`config.mk`:
```
export PLATFORM = sky130hd
export DESIGN_NAME = seg7_display_sched
export DESIGN_NICKNAME = d
export VERILOG_FILES = /design/src/rtl/seg7_display_sched.sv
export SDC_FILE = /design/constraint.sdc
export NUM_CORES = 1
export LEC_CHECK = 0
export BUFFER_PORTS_ARGS = -buffer_cell sky130_fd_sc_hd__buf_2
export CELL_PAD_IN_SITES_DETAIL_PLACEMENT = 1
export CELL_PAD_IN_SITES_GLOBAL_PLACEMENT = 2
export CORE_MARGIN = 1
export CORE_UTILIZATION = 42
export DETAILED_ROUTE_END_ITERATION = 7
export PLACE_DENSITY_LB_ADDON = 0.05
export SLEW_MARGIN = 5
export SYNTH_ARGS = -nofsm -noshare
export SYNTH_HDL_FRONTEND = slang
export SYNTH_SLANG_ARGS = --single-unit
```
`constraint.sdc`:
```
create_clock -name clk_100MHz -period 8.3 [get_ports clk_100MHz]
set_input_delay 0 -clock clk_100MHz [delete_from_list [all_inputs] [get_ports clk_100MHz]]
set_output_delay 0 -clock clk_100MHz [all_outputs]
set_load 0.005 [all_outputs]
```
`src/rtl/seg7_display_sched.sv`:
```
// seg7_display_sched: shares the four BCD digit outputs between the live score
// and a temporarily held message value. Binary values are converted with a
// 10-step double-dabble engine, and all four digits change on a single edge.
module seg7_display_sched #(
   parameter int HOLD_CYCLES    = 200_000_000,
   parameter int REFRESH_CYCLES = 1_000_000
) (
   input  logic       clk_100MHz,
   input  logic       reset,
   input  logic [9:0] score,
   input  logic       msg_req,
   input  logic [9:0] msg_value,
   output logic       msg_ack,
   output logic [3:0] ones,
   output logic [3:0] tens,
   output logic [3:0] hundreds,
   output logic [3:0] thousands,
   output logic       showing_msg,
   output logic       busy
);

   localparam int RW = (REFRESH_CYCLES > 2) ? $clog2(REFRESH_CYCLES) : 1;
   localparam int HW = $clog2(HOLD_CYCLES + 1);

   typedef enum logic [1:0] {IDLE, CONVERT, COMMIT} state_t;

   state_t          state_q, state_d;
   logic [RW-1:0]   ref_q, ref_d;
   logic [HW-1:0]   hold_q, hold_d;
   logic            pend_q, pend_d;
   logic [3:0]      cnt_q, cnt_d;
   logic [9:0]      sh_q, sh_d;
   logic [15:0]     bcd_q, bcd_d;
   logic            src_q, src_d;     // 1: message, 0: score
   logic [15:0]     dig_q, dig_d;     // {thousands, hundreds, tens, ones}
   logic            show_q, show_d;
   logic            busy_q, busy_d;
   logic            ack_q, ack_d;

   logic            ref_tc;
   logic            hold_expire;
   logic            hold_active;
   logic [15:0]     bcd_adj;

   // Double-dabble correction: every nibble of 5 or more gets +3 before the shift.
   always_comb begin
      bcd_adj = bcd_q;
      for (int i = 0; i < 4; i++) begin
         if (bcd_q[4*i +: 4] >= 4'd5)
            bcd_adj[4*i +: 4] = bcd_q[4*i +: 4] + 4'd3;
      end
   end

   // Timers, arbitration and conversion sequencing.
   always_comb begin
      state_d     = state_q;
      pend_d      = pend_q;
      cnt_d       = cnt_q;
      sh_d        = sh_q;
      bcd_d       = bcd_q;
      src_d       = src_q;
      dig_d       = dig_q;
      show_d      = show_q;
      busy_d      = busy_q;
      ack_d       = 1'b0;

      // Free-running refresh timer.
      ref_tc = (ref_q == RW'(REFRESH_CYCLES - 1));
      ref_d  = ref_tc ? '0 : ref_q + RW'(1);

      // Hold timer runs down only while a message is on display and stops at 0.
      hold_active = (hold_q != '0);
      hold_d      = hold_q;
      hold_expire = 1'b0;
      if (show_q && hold_active) begin
         hold_d      = hold_q - HW'(1);
         hold_expire = (hold_q == HW'(1));
      end

      case (state_q)
         IDLE: begin
            if (msg_req) begin
               ack_d   = 1'b1;
               sh_d    = msg_value;
               src_d   = 1'b1;
               pend_d  = 1'b0;
               bcd_d   = '0;
               cnt_d   = '0;
               busy_d  = 1'b1;
               state_d = CONVERT;
            end else if (pend_q && !hold_active) begin
               sh_d    = score;
               src_d   = 1'b0;
               pend_d  = 1'b0;
               bcd_d   = '0;
               cnt_d   = '0;
               busy_d  = 1'b1;
               state_d = CONVERT;
            end else if (pend_q) begin
               // Score refresh is suppressed while a message is held.
               pend_d = 1'b0;
            end
         end
         CONVERT: begin
            bcd_d = {bcd_adj[14:0], sh_q[9]};
            sh_d  = {sh_q[8:0], 1'b0};
            cnt_d = cnt_q + 4'd1;
            if (cnt_q == 4'd9)
               state_d = COMMIT;
         end
         COMMIT: begin
            dig_d   = bcd_q;
            show_d  = src_q;
            if (src_q)
               hold_d = HW'(HOLD_CYCLES);
            busy_d  = 1'b0;
            state_d = IDLE;
         end
         default: state_d = IDLE;
      endcase

      // A new request event wins over a same-cycle clear so none is lost.
      if (ref_tc || hold_expire)
         pend_d = 1'b1;
   end

   // State register; reset puts the score up immediately after release.
   always_ff @(posedge clk_100MHz or posedge reset) begin
      if (reset) begin
         state_q <= IDLE;
         ref_q   <= '0;
         hold_q  <= '0;
         pend_q  <= 1'b1;
         cnt_q   <= '0;
         sh_q    <= '0;
         bcd_q   <= '0;
         src_q   <= 1'b0;
         dig_q   <= '0;
         show_q  <= 1'b0;
         busy_q  <= 1'b0;
         ack_q   <= 1'b0;
      end else begin
         state_q <= state_d;
         ref_q   <= ref_d;
         hold_q  <= hold_d;
         pend_q  <= pend_d;
         cnt_q   <= cnt_d;
         sh_q    <= sh_d;
         bcd_q   <= bcd_d;
         src_q   <= src_d;
         dig_q   <= dig_d;
         show_q  <= show_d;
         busy_q  <= busy_d;
         ack_q   <= ack_d;
      end
   end

   assign thousands   = dig_q[15:12];
   assign hundreds    = dig_q[11:8];
   assign tens        = dig_q[7:4];
   assign ones        = dig_q[3:0];
   assign showing_msg = show_q;
   assign busy        = busy_q;
   assign msg_ack     = ack_q;

endmodule

```
Yosys cells after proc, flatten, opt, wreduce, memory -nomap -nowiden
Cells that the tools add are included.
W data, S select, Z words.
{"block": "op_classes", "addsub": 7, "order_cmp": 4, "eq_ne": 7, "muxes": 31, "n_reduce_logical": 14}
{"op": "$mux W28", "count": 3}
{"op": "$mux W16", "count": 2}
{"op": "$pmux W16 S2", "count": 1}
{"op": "$eq A28 B1 Y1 const B", "count": 1}
{"op": "$reduce_bool A28 Y1", "count": 1}
{"op": "$sub A28 B1 Y28 const B", "count": 1}
{"op": "$add A20 B1 Y20 const B", "count": 1}
{"op": "$eq A20 B20 Y1 const B", "count": 1}
{"op": "$mux W10", "count": 2}
{"op": "$mux W20", "count": 1}
{"op": "$mux W4", "count": 5}
{"op": "$pmux W10 S2", "count": 1}
{"op": "$ge A4 B3 Y1 const B", "count": 4}
{"op": "$add A4 B2 Y4 const B", "count": 3}
{"op": "$mux W1", "count": 9}
{"op": "$pmux W4 S2", "count": 1}
{"op": "$reduce_and A2 Y1", "count": 4}
{"op": "$reduce_bool A2 Y1", "count": 4}
{"op": "$mux W2", "count": 3}
{"op": "$add A4 B1 Y4 const B", "count": 1}
{"op": "$eq A4 B4 Y1 const B", "count": 1}
{"op": "$pmux W2 S2", "count": 1}
{"op": "$add A3 B2 Y3 const B", "count": 1}
{"op": "$mux W3", "count": 1}
{"op": "9 further kinds", "count": 10}
{"block": "word_totals", "reg_bits": 101, "input_bits": 23, "elab_cells": 75}

Logic depth before layout (Yosys ltp)
Gate-level depths: netlist of run 1.
{"block": "logic_depth", "word_depth": 6, "ltp_mapped": 8, "depth_no_buf": 7}

Least setup slack after synthesis of run 1
No wires, ideal clock.
{"block": "synth_path", "path_type": "flip-flop to flip-flop", "start": "reg hold_q[0]", "end": "reg bcd_q[1]", "t_arrival_ns": 1.999, "path_slack_ns": 6.180, "path_stages_with_launch": 9, "synth_period_minus_slack_ns": 2.120, "cell_sequence": "dfrtp_1 inv_1 ha_1 nor3b_1 nand2_1 nor4_4 o21bai_2 buf_6 a22o_1"}
{"block": "synth_between", "elab_chain_len": 5}
{"element": "start, declared", "line": "29", "rtl": "logic [HW-1:0] hold_q, hold_d;"}
{"element": "start signal, assigned", "line": "145", "rtl": "hold_q <= hold_d;"}
{"element": "$reduce_bool A28 Y1", "line": "72", "rtl": "hold_active = (hold_q != '0);"}
{"element": "$logic_not A1 Y1", "line": "91", "rtl": "end else if (pend_q && !hold_active) begin"}
{"element": "$logic_and A1 B1 Y1", "line": "91"}
{"element": "$ne A3 B3 Y1 (no source line)"}
{"element": "$reduce_and A2 Y1 (no source line)"}
{"element": "end signal, assigned", "line": "136", "rtl": "bcd_q <= '0;"}
{"element": "end signal, assigned", "line": "149", "rtl": "bcd_q <= bcd_d;"}
{"element": "end, declared", "line": "33", "rtl": "logic [15:0] bcd_q, bcd_d;"}
No other way between the ends.
A chain may end at the register's enable or synchronous reset.

Worst setup path in the final report of run 1
{"block": "layout_path", "start": "reg hold_q[0]", "end": "reg cnt_q[0]"}
{"block": "layout_between", "elab_chain_len": 5}
{"element": "$reduce_bool A28 Y1", "line": "72"}
{"element": "$logic_not A1 Y1", "line": "91"}
{"element": "$logic_and A1 B1 Y1", "line": "91"}
{"element": "$ne A3 B3 Y1 (no source line)"}
{"element": "$reduce_and A2 Y1 (no source line)"}
{"element": "end signal, assigned", "line": "147", "rtl": "cnt_q <= cnt_d;"}
{"element": "end, declared", "line": "31", "rtl": "logic [3:0] cnt_q, cnt_d;"}
No other way between the ends.

==> results of run 1 <==
layer usage:
metal / global-route usage / share of wire
met5: 0 / 0
met4: 0.0351 / 0.0064
met3: 0.0521 / 0.022
met2: 0.355 / 0.50
met1: 0.268 / 0.47
final cells by class:
class,instances,area (um2)
multi-input cells,368,2520
well taps,168,210
clock buffers,12,256
repair buffers,52,308
flip-flops and latches,101,2530
inverters,22,85.1
clock inverters,4,32.5
fillers,1361,6120
sequential cells by signal, summed over array words and instances, names as in the netlist, 2 cells and up:
register  flops
hold_q       28
ref_q        20
bcd_q        16
dig_q        16
sh_q         10
cnt_q         4
state_q       2
power breakdown:
group | total, W | leakage [nW] | internal [W] | switching [W]
Clock | 0.000405 | 0.135 | 0.000221 | 0.000184
Combinational | 0.000655 | 1.20 | 0.000310 | 0.000346
Sequential | 0.000849 | 1.30 | 0.000654 | 0.000195
through the flow:
step	std cells	area, um2	hold WS [ps]	util	worst slack [ps]
6_report	727	5940	50.1	0.493	5180
2_1_floorplan	510	5220	194	-	5650
3_5_place_dp	703	5570	113	0.462	5150
5_1_grt	727	5940	54.8	0.493	4870
4_1_cts	727	5940	45.3	0.493	5140
3_3_place_gp	703	5570	108	0.462	5240
synth_stat cells (3+ instances only):
cell type                   count  area (um2)
sky130_fd_sc_hd__nor3_1        17        85.1
sky130_fd_sc_hd__or2_2          3        18.8
sky130_fd_sc_hd__nor4_4         4        85.1
sky130_fd_sc_hd__ha_1          14         175
sky130_fd_sc_hd__o22ai_1        6        37.5
sky130_fd_sc_hd__or3_1         13        81.3
sky130_fd_sc_hd__nand3_1       24         120
sky130_fd_sc_hd__clkbuf_1      14        52.6
sky130_fd_sc_hd__nor2_1        43         161
sky130_fd_sc_hd__nand4_1        4        25.0
sky130_fd_sc_hd__nand2b_1       6        37.5
sky130_fd_sc_hd__nand2_1       33         124
sky130_fd_sc_hd__nor4_1         7        43.8
sky130_fd_sc_hd__xor2_1        11        96.3
sky130_fd_sc_hd__and2_1         3        18.8
sky130_fd_sc_hd__mux2i_1        3        30.0
sky130_fd_sc_hd__a21o_1         6        45.0
sky130_fd_sc_hd__o31ai_1       12        90.1
sky130_fd_sc_hd__a22o_1        12         105
sky130_fd_sc_hd__xnor2_1       15         131
sky130_fd_sc_hd__a211oi_1       8        60.1
sky130_fd_sc_hd__o211ai_1       3        22.5
sky130_fd_sc_hd__buf_6          3        33.8
sky130_fd_sc_hd__dfrtp_1      100        2500
sky130_fd_sc_hd__a21oi_1       24         120
sky130_fd_sc_hd__or4_1         15         113
sky130_fd_sc_hd__o21ai_0       26         130
sky130_fd_sc_hd__mux2_2        20         225
sky130_fd_sc_hd__o2bb2ai_1      3        26.3
sky130_fd_sc_hd__o21bai_1       3        22.5
sky130_fd_sc_hd__inv_1         21        78.8
worst max-delay path by stage:
stage               startpoint  endpoint  slack [ps]  cells past startpoint
floorplan                reset  bcd_q[0]        5650                      1
global placement     hold_q[2]  cnt_q[0]        5240                      5
detailed placement   hold_q[3]  cnt_q[0]        5150                      5
CTS                  hold_q[2]  cnt_q[0]        5140                      5
global route         hold_q[0]  cnt_q[0]        4870                      7
finish               hold_q[0]  cnt_q[0]        5180                      7
cell families (layout without fill, tap and decap cells):
logic type	after synthesis	in the layout	share of synthesized area
AND/OR/NAND/NOR	195	195	0.215
AO/OA/AOI/OAI	110	110	0.140
flip-flops	101	101	0.485
buffers and inverters	41	90	0.0341
XOR/XNOR	26	26	0.0436
multiplexers	23	23	0.0489
adder cells (fa/ha/maj)	14	14	0.0336
==> results summary, run 1 <==
The highest ir drop seen on vdd came out at ~200 uV. The setup TNS after final layout came out at 0 ps. In this run the critical register-to-register path is captured at cnt_q[0]. The number of post-CTS setup repair buffers came out at 0. The I/O pin total is 42. The hold violation count in the final report came to 0. The initial antenna violation count is 0. After clock tree synthesis, the clock-pin slew on the worst setup and hold paths is ~70 ps.

The unique cell type count in the Yosys netlist is 56. In this run the vertical extent of the chip is 113 um. The post-detailed-route wirelength per cell is 16.3 um. The path with the worst hold slack has its endpoint at msg_ack. The part of the Yosys area used for sequential elements is 0.485. The tightest min-delay check is of the primary input to flip-flop type.

The kind of end point of the critical path is a flip-flop. The critical path is of the flip-flop to flip-flop type. The maximum number of pins on one net before global-route repair is 57. The die is between 100 and 150 um wide.

The count of standard-cell rows came out at 40. The remaining antenna violation count after routing is 0. The run finished with clean final reports. The biggest cell delay along the critical path came out at ~860 ps. The worst setup path is launched from a flip-flop. The total CTS buffers came out at 9. The final clock skew is 7.88 ps. The leakage power figure is between 2 and 3 nW. The final weighted congestion of routability-driven global placement came out at approximately 0.74. The number of nets in the synthesized netlist is around 550. For this design the ratio of total power to cell area is 321 mW/mm2. The H-tree was split into 3 levels. The most used flip-flop cell after synthesis is sky130_fd_sc_hd__dfrtp_1.

The routed design has 11.9 mm of wire. The cell area after technology mapping came out at ~0.0052 mm2. The worst path required time is roughly 8500 ps.

The number of cells on the worst reg-to-reg path is 7. The net count reported at finish is around 590. The vias after detailed routing is 4010. During placement, the flow inserted port buffers numbering 41. The clock latency at the later pin of the worst-skew pair came out at between 300 and 400 ps. The launching point of the worst reg2reg path is hold_q[0].

The maximum clock path buffer count is 2. The standard cell core area came out at around 0.012 mm2. The cell count after synthesis came out at 510.

The first global-routing pass estimated 21.1 mm of wire. The first detailed-routing pass took 4 iterations. The setup check on the worst reg-to-reg path leaves a slack of 5180 ps. Leaving out fill and tap cells, the most frequent cell in the layout is sky130_fd_sc_hd__dfrtp_1.

The maximum fanout count along the critical path is 23. The die covers 0.0129 mm2. Along the worst hold path, the cell count comes to 2.

The initial utilization of the core area, before any placement, comes to 0.433. The layout cell share with drive strength beyond 1 came out at 0.188. After synthesis, the share of flip-flops with an asynchronous set or reset is 1.00.

The smallest clock period supported by the final layout is computed as between 3000 and 4000 ps. Each instance of the synthesized netlist takes up on average between 10 and 15 um2. The starting DRC count in detailed routing came out at 123. The remaining global-route overflow is 0. The post-cts hold buffer count is 8. Setup repair after global routing left no endpoint under its margin. The worst slew margin relative to its limit is 0.278. The post-synthesis to final-layout area growth came out at 13.9%. The count of pins over their slew limit was 0.

In this run the clock root is driven by a sky130_fd_sc_hd__clkbuf_16. The critical path's top delay family is simple AND/OR/NAND/NOR gates. The number of instances resized during post-cts repair is 0. The DRC violations left is 0.

The number of buffer and inverter instances along the worst setup path is 1. The count of state elements after synthesis is slightly above 100. The via count of the first global-routing pass is roughly 4200. The final total power is approximately 0.0019 W.

The antenna diode count is 0. The period utilization is 0.375. The via density per instance came out at around 5.5. The highest-delay cell along the critical path is sky130_fd_sc_hd__nor4_4. In the layout the commonest cells are sky130_fd_sc_hd__dfrtp_1, sky130_fd_sc_hd__nor2_1, sky130_fd_sc_hd__buf_2.

CTS saw 101 sinks. The data arrival at the endpoint of the critical path came out at about 3300 ps. Setup violations remaining at the end of the flow were counted as 0. Derived from the worst setup path, the maximum achievable clock frequency is between 300 and 400 MHz. The HPWL after detailed placement came out at slightly above 8 mm. At the pin with the least slew margin, the transition time is between 1000 and 1500 ps. The number of flops mapped to enable cells by yosys is 0. The worst hold path begins at msg_req. Max-cap violations in this run came to 0. The overall routing resource usage came out at 0.207. The signal on the critical path passes through inv_1, ha_1, nor3b_1, nand2_1, nor4_4, o21bai_2, mux2_2.

The number of synthesis warnings came out at 0. TritonCTS built the clock tree.
Note: power is estimated with default switching activity, not from simulation.
==> inputs of run 2 (changes only) <==
--- a/config.mk
+++ b/config.mk
@@ -9,7 +9,7 @@
 export CELL_PAD_IN_SITES_DETAIL_PLACEMENT = 1
 export CELL_PAD_IN_SITES_GLOBAL_PLACEMENT = 2
 export CORE_MARGIN = 1
-export CORE_UTILIZATION = 42
+export CORE_UTILIZATION = 35
 export DETAILED_ROUTE_END_ITERATION = 7
 export PLACE_DENSITY_LB_ADDON = 0.05
 export SLEW_MARGIN = 5
==> constraint.sdc (replaced) <==
create_clock -name clk_100MHz -period 2.5 [get_ports clk_100MHz]
set_input_delay 0 -clock clk_100MHz [delete_from_list [all_inputs] [get_ports clk_100MHz]]
set_output_delay 0 -clock clk_100MHz [all_outputs]
set_load 0.005 [all_outputs]
==> run 2 against run 1 <==
Global-route usage shrank 2.8 points. Highest routed layer unchanged. Utilization shrank 7.4 points. Count of clock-buffer cells in the layout is the same. Critical endpoint is now hold_q[27]. Clock power grew to 3.2 times the previous value. Wire length grew 4.9%. Hold slack gained 8.6 ps. Via count grew 1.5%. Clock skew shrank 1.2 ps. Die area grew 20%. Setup slack lost 5000 ps.
==> results summary, run 2 (synthesis results as in run 1) <==
The length of the first detailed-routing pass in iterations came out at 4. The clock-pin slew on the worst setup and hold paths is about 70 ps. The most flop-heavy register is hold_q. The overall die area came out at between 0.015 and 0.02 mm2. The TritonCTS clock tree is done. The wire length of the first global-routing pass is approximately 21 mm. The launching point of the worst reg2reg path is hold_q[2]. Leaving out fill and tap cells, the most frequent cell in the layout is sky130_fd_sc_hd__dfrtp_1. 42 I/O pins were placed. In this design, the critical path's most frequently occurring cell is sky130_fd_sc_hd__or4_1. The total CTS buffers came out at 9. Of the available clock period, the critical path in the final layout requires 0.940. The total setup violations reported at the end of the flow came out at 0. The clock net in this run drives a total of 101 sinks. The total wire length after detailed routing came out at roughly 12 mm. The critical path ends at hold_q[27]. The standard cell core area came out at 0.0145 mm2. The highest-delay cell along the critical path is sky130_fd_sc_hd__or4_1.

The initial core utilization came out at 0.359. The worst slew margin relative to its limit is 0.581. Setup repair after global routing left no endpoint under its margin. The capture point of the worst reg-to-reg path is hold_q[27].

The run finished with clean final reports. The largest registers in the layout are hold_q x28, ref_q x20. The number of antenna diodes in the final layout is 0. The vias after detailed routing is between 4000 and 5000. The quantity of I/O buffers inserted on ports is 41. The maximum clock path buffer count came out at 2. The tree is rooted in a sky130_fd_sc_hd__clkbuf_16. The count of pins over their slew limit came out at 0. The die boundary height is around 120 um. In this run the worst hold path is classified as primary input to flip-flop.

The width of the chip came out at between 100 and 150 um. The logic depth of the worst setup path including buffers came out at 5. The kind of launch point of the worst setup path is a flip-flop. The maximum clock frequency came out at about 430 MHz. Measured in cells, the most critical reg-to-reg path has a length of 5. The overall routing resource usage is 0.179. The critical path class is flip-flop to flip-flop. The number of fill cells in the layout came out at about 1700. Global routing finished with a remaining overflow of 0. The number of post-CTS setup repair buffers is 0.

Relative to the synthesized area, the layout overhead comes to 16.6%. The starting DRC count in detailed routing came out at approximately 180. The via density per instance is ~5.4. For this design the static power due to leakage is ~2.7 nW.

The HPWL after detailed placement came out at between 8 and 9 mm. Along the worst path, the maximum fanout reaches 8. The register-to-register setup slack came out at 150 ps. Broken down by cell family, the worst path's largest delay share belongs to simple AND/OR/NAND/NOR gates. The hold violation count in the final report was 0.

The count of standard-cell rows came out at between 40 and 50. The layout cell share with drive strength beyond 1 came out at 0.210. The top cell types in the final layout, fill and taps aside, are sky130_fd_sc_hd__dfrtp_1, sky130_fd_sc_hd__nor2_1, sky130_fd_sc_hd__buf_2. For the worst-skew pair, the clock arrives at the later sink with an insertion delay of around 350 ps.

The number of buffer and inverter instances along the worst setup path came out at 0. The setup TNS after final layout is 0 ps. The post-detailed-route wirelength per cell is 16.4 um.

The data arrival at the endpoint of the critical path came out at about 2600 ps. The net count reported at finish came out at 608. The final core utilization is 0.418. The critical path starts at hold_q[2]. The DRC violations left is 0. The shortest clock period the worst path allows after layout is around 2400 ps. The final clock skew is 6.68 ps. The highest ir drop seen on vdd came out at 425 uV.

The slew of the pin with the lowest slew margin came out at 627 ps. The via count of the first global-routing pass came out at roughly 4200. The initial antenna violation count is 0. The critical path goes through nor4_2, nand3_2, or4_1, or4_1, nand3_1. The worst path required time came out at ~2800 ps.

The biggest cell delay along the critical path is a little under 600 ps. The remaining antenna violation count after routing is 0. The maximum number of pins on one net before global-route repair came out at 32.

The register with the most flip-flops in the layout has 28 of them. The number of levels in the clock H-tree is 3. The areal power density over the cells is between 1000 and 1500 mW/mm2. At the end of routability-driven placement, the weighted congestion stood at approximately 0.82. The kind of end point of the critical path is a flip-flop. The count of max-cap constraint violations is 0.
run 2: cell types whose count changed in the layout (fill, tap and decap cells not counted), sizes merged:
| cell | delta |
|---|---|
| buf | +17 |
run 2: worst min path at each step:
stage	startpoint	end	slack (ps)	cells after the start
after floorplan	score[3]	sh_q[3]	190	2
after global placement	reset	ref_q[4]	90	2
after detailed placement	reset	ref_q[4]	90	2
after CTS	score[0]	sh_q[0]	40	4
after global routing	msg_req	msg_ack	60	2
final	score[0]	sh_q[0]	60	4
run 2: power by group:
group	leakage, nW	switching (W)	total [W]	internal, W
Sequential	1.30	0.000605	0.00278	0.00217
Clock	0.127	0.000625	0.00130	0.000677
Combinational	1.28	0.00119	0.00226	0.00107
Total	2.71	0.00242	0.00634	0.00392
run 2: metal layers:
metal,vias to the layer above,share of wire,global-route usage
li1,1985,-,-
met5,-,0,0
met3,8,0.024,0.0458
met1,2039,0.48,0.227
met2,38,0.49,0.299
met4,0,0.0088,0.0521
run 2: repair_timing:
| item | in CTS | in global routing |
|---|---|---|
| hold buffers | 8 | 0 |
| gates resized for setup | 0 | 1 |
| hold endpoints to repair | 28 | 0 |
| endpoints found under the setup margin | 0 | 1 |
run 2: per-stage QoR:
step / power (W) / instances / area, um2 / hold slack, ps / worst slack [ps]
4_1_cts: 0.00645 / 760 / 6080 / 45.0 / 179
3_3_place_gp: 0.00499 / 736 / 5730 / 90.1 / 234
3_5_place_dp: 0.00509 / 736 / 5730 / 90.5 / 209
2_1_floorplan: 0.00439 / 510 / 5220 / 194 / 380
6_report: 0.00634 / 760 / 6080 / 58.7 / 149
5_1_grt: 0.00689 / 760 / 6080 / 61.5 / 25.8
run 2: final cells by class:
cell class                      instances  area [um2]  area share
Multi-Input combinational cell        368        2530       0.415
Tap cell                              184         230      0.0379
Clock buffer                           12         236      0.0389
Inverter                               22        86.3      0.0142
Clock inverter                          4        26.3     0.00432
Timing Repair Buffer                   69         448      0.0736
Sequential cell                       101        2530       0.416
run 2: tightest hold or removal path, cell delays in order:
cell and delay (ps):
sky130_fd_sc_hd__buf_2 70, sky130_fd_sc_hd__mux2_2 140, sky130_fd_sc_hd__o211ai_1 80, sky130_fd_sc_hd__nand3_1 80
==> inputs of run 3 (changes only) <==
--- a/config.mk
+++ b/config.mk
@@ -8,10 +8,10 @@
 export BUFFER_PORTS_ARGS = -buffer_cell sky130_fd_sc_hd__buf_2
 export CELL_PAD_IN_SITES_DETAIL_PLACEMENT = 1
 export CELL_PAD_IN_SITES_GLOBAL_PLACEMENT = 2
-export CORE_MARGIN = 1
+export CORE_MARGIN = 2
 export CORE_UTILIZATION = 35
 export DETAILED_ROUTE_END_ITERATION = 7
-export PLACE_DENSITY_LB_ADDON = 0.05
+export PLACE_DENSITY_LB_ADDON = 0.1
 export SLEW_MARGIN = 5
 export SYNTH_ARGS = -nofsm -noshare
 export SYNTH_HDL_FRONTEND = slang
==> run 3 against run 2 <==
Die area rose by 3.2%. Non-clock buffer count did not move. Critical endpoint is now hold_q[19]. Largest cell class unchanged. Critical path type unchanged. Utilization rose by 0.16 points. Design area rose by 0.39%. Via count fell by 0.52%. First-iteration DRC count fell by 9.1%.
==> results summary, run 3 (synthesis results as in run 1) <==
The run finished with clean final reports. The I/O pin total came out at 42. The smallest clock period supported by the final layout is computed as approximately 2300 ps. After the first detailed-routing iteration, the DRC count stood at ~160. The worst setup path is launched from a flip-flop. The post-synthesis to final-layout area growth came out at 17.0%. The period utilization is 0.923. The net count reported at finish is between 600 and 700.

On the critical path the largest part of the delay comes from simple AND/OR/NAND/NOR gates. The number of flip-flops under the largest register name came out at 28. Once the clock tree was built, the setup fixing pass inserted 0 buffers.

The standard cell core area came out at between 0.01 and 0.015 mm2. The count of pins over their slew limit is 0. The maximum clock frequency is 433 MHz.

The via density per instance is roughly 5.3. The quantity of I/O buffers inserted on ports is 41. The most flop-heavy register is hold_q. The critical path contains buffers and inverters numbering 0 combined. The setup TNS after final layout came out at 0 ps. The largest single stage delay on the critical path is roughly 630 ps. The remaining antenna violation count after routing is 0.

After detailed routing, the number of remaining DRC violations is 0. The area taken by multi-input logic gates is 0.00252 mm2. The initial utilization of the core area, before any placement, comes to 0.359. At the pin with the least slew margin, the transition time is between 700 and 800 ps.

The layout cell share with drive strength beyond 1 came out at 0.210. The final-layout worst hold slack is ~38 ps. The total area of sequential cells is 0.00253 mm2.

The data arrival at the endpoint of the critical path is between 2000 and 3000 ps. On the critical path, the stage with the largest delay is an instance of sky130_fd_sc_hd__or4_4. The number of instances resized during post-cts repair came out at 0.

After detailed routing, the average wire length per cell comes to ~17 um. The first TritonRoute pass finished after 4 iterations. The initial antenna violation count was 0. The TritonCTS clock tree is done. Leaving out fill and tap cells, the most frequent cell in the layout is sky130_fd_sc_hd__dfrtp_1. The total CTS buffers came out at 9. For this design, the CTS-stage hold fixing added 8 buffers. Setup violations remaining at the end of the flow were counted as 0. The total wire length after detailed routing is 12.6 mm. The worst pin sits at a relative slew slack of 0.528. The count of max-cap constraint violations is 0.

The die covers between 0.015 and 0.02 mm2. Walking the worst path, the cells encountered are or4_4, nor3_4, o211ai_1, or4_1, nand3_1. The leakage power figure came out at approximately 2.7 nW. The hold violation count in the final report is 0.

The antenna diode count came out at 0. Setup repair after global routing left no endpoint under its margin. The total overflow left after global routing is 0. In this run the worst path has a maximum fanout of 8. The worst hold path belongs to the class primary input to flip-flop. The clock latency at the later pin of the worst-skew pair came out at ~360 ps. CTS built an H-tree with a depth of 3. The wire length of the first global-routing pass came out at about 22 mm.

The cell sitting at the root of the clock tree is a sky130_fd_sc_hd__clkbuf_16. The number of clock sinks seen by CTS came out at 101. The number of fill cells in the layout is roughly 1600. The worst setup path is captured at a flip-flop. The largest registers in the layout are hold_q x28, ref_q x20. The highest ir drop seen on vdd is 482 uV. The overall routing resource usage is 0.169. Leaving out fill and tap cells, the most frequent cells in the layout are sky130_fd_sc_hd__dfrtp_1, sky130_fd_sc_hd__nor2_1, sky130_fd_sc_hd__buf_2.

The worst setup path is of the flip-flop to flip-flop kind. The maximum clock path buffer count is 2. At the end of routability-driven placement, the weighted congestion stood at around 0.80.

On the final layout, the worst clock skew is 7.42 ps. At the worst endpoint, the required time is about 2800 ps. Measured along the y axis, the die boundary spans 126 um. The clock-pin slew on the worst setup and hold paths is 70 ps. Entering global routing, the biggest net connects 45 pins.

The die is between 100 and 150 um wide. The areal power density over the cells came out at 1070 mW/mm2. The count of standard-cell rows is 44. Detailed routing inserted a total of about 4000 vias. The HPWL after detailed placement is 8.70 mm. The via count of the first global-routing pass came out at ~4300.
[run 3: cell types whose count changed in the layout (fill, tap and decap cells not counted)]
cell                        before  now
sky130_fd_sc_hd__clkinv_4        0    1
sky130_fd_sc_hd__nor4_2          4    3
sky130_fd_sc_hd__nor4_1          5    6
sky130_fd_sc_hd__clkinv_2        2    1
sky130_fd_sc_hd__clkbuf_1        3    2
sky130_fd_sc_hd__bufinv_16       0    1
[run 3: where the power goes]
group | total (W) | switching, W | internal (W)
clock network | 0.00144 | 0.000657 | 0.000782
logic | 0.00228 | 0.00119 | 0.00109
registers | 0.00280 | 0.000626 | 0.00217
total | 0.00652 | 0.00248 | 0.00404
[run 3: path summary, 6_finish.rpt]
| path | cells past startpoint | from | endpoint | slack [ps] |
|---|---|---|---|---|
| min in group asynchronous | 3 | reset | dig_q[2] | 290 |
| min reg2reg | 1 | ref_q[18] | ref_q[18] | 480 |
| max reg2reg | 5 | hold_q[3] | hold_q[19] | 190 |
| max in group asynchronous | 4 | reset | ref_q[16] | 1400 |
| min | 2 | msg_req | msg_ack | 40 |
| max | 5 | hold_q[3] | hold_q[19] | 190 |
[run 3: area by class of cell]
cell class / instances / area share
Inverter: 22 / 0.0141
Multi-Input combinational cell: 368 / 0.413
Clock buffer: 11 / 0.0381
Sequential cell: 101 / 0.414
Tap cell: 184 / 0.0377
Clock inverter: 5 / 0.00984
Timing Repair Buffer: 69 / 0.0734
[run 3: stage by stage]
stage                     setup slack (ps)  cell area, um2   util  cells  total power, W
after detailed placement               171            5730  0.394    736         0.00513
after floorplan                        380            5220      -    510         0.00439
final                                  193            6110  0.420    760         0.00652
after global placement                 253            5730  0.394    736         0.00501
after CTS                              147            6110  0.420    760         0.00662
after global routing                  29.1            6110  0.420    760         0.00705
[run 3: worst reg2reg max path: stages, from the launching register on]
cell	delay [ps]
sky130_fd_sc_hd__dfrtp_1	440
sky130_fd_sc_hd__or4_4	630
sky130_fd_sc_hd__nor3_4	270
sky130_fd_sc_hd__o211ai_1	300
sky130_fd_sc_hd__or4_1	500
sky130_fd_sc_hd__nand3_1	90
[run 3: layer usage]
| layer | vias to the layer above | track usage | part of all wire |
|---|---|---|---|
| li1 | 1980 | - | - |
| met1 | 2025 | 0.217 | 0.48 |
| met2 | 32 | 0.289 | 0.48 |
| met3 | 12 | 0.0344 | 0.022 |
| met4 | 0 | 0.0485 | 0.013 |
| met5 | - | 0 | 0 |
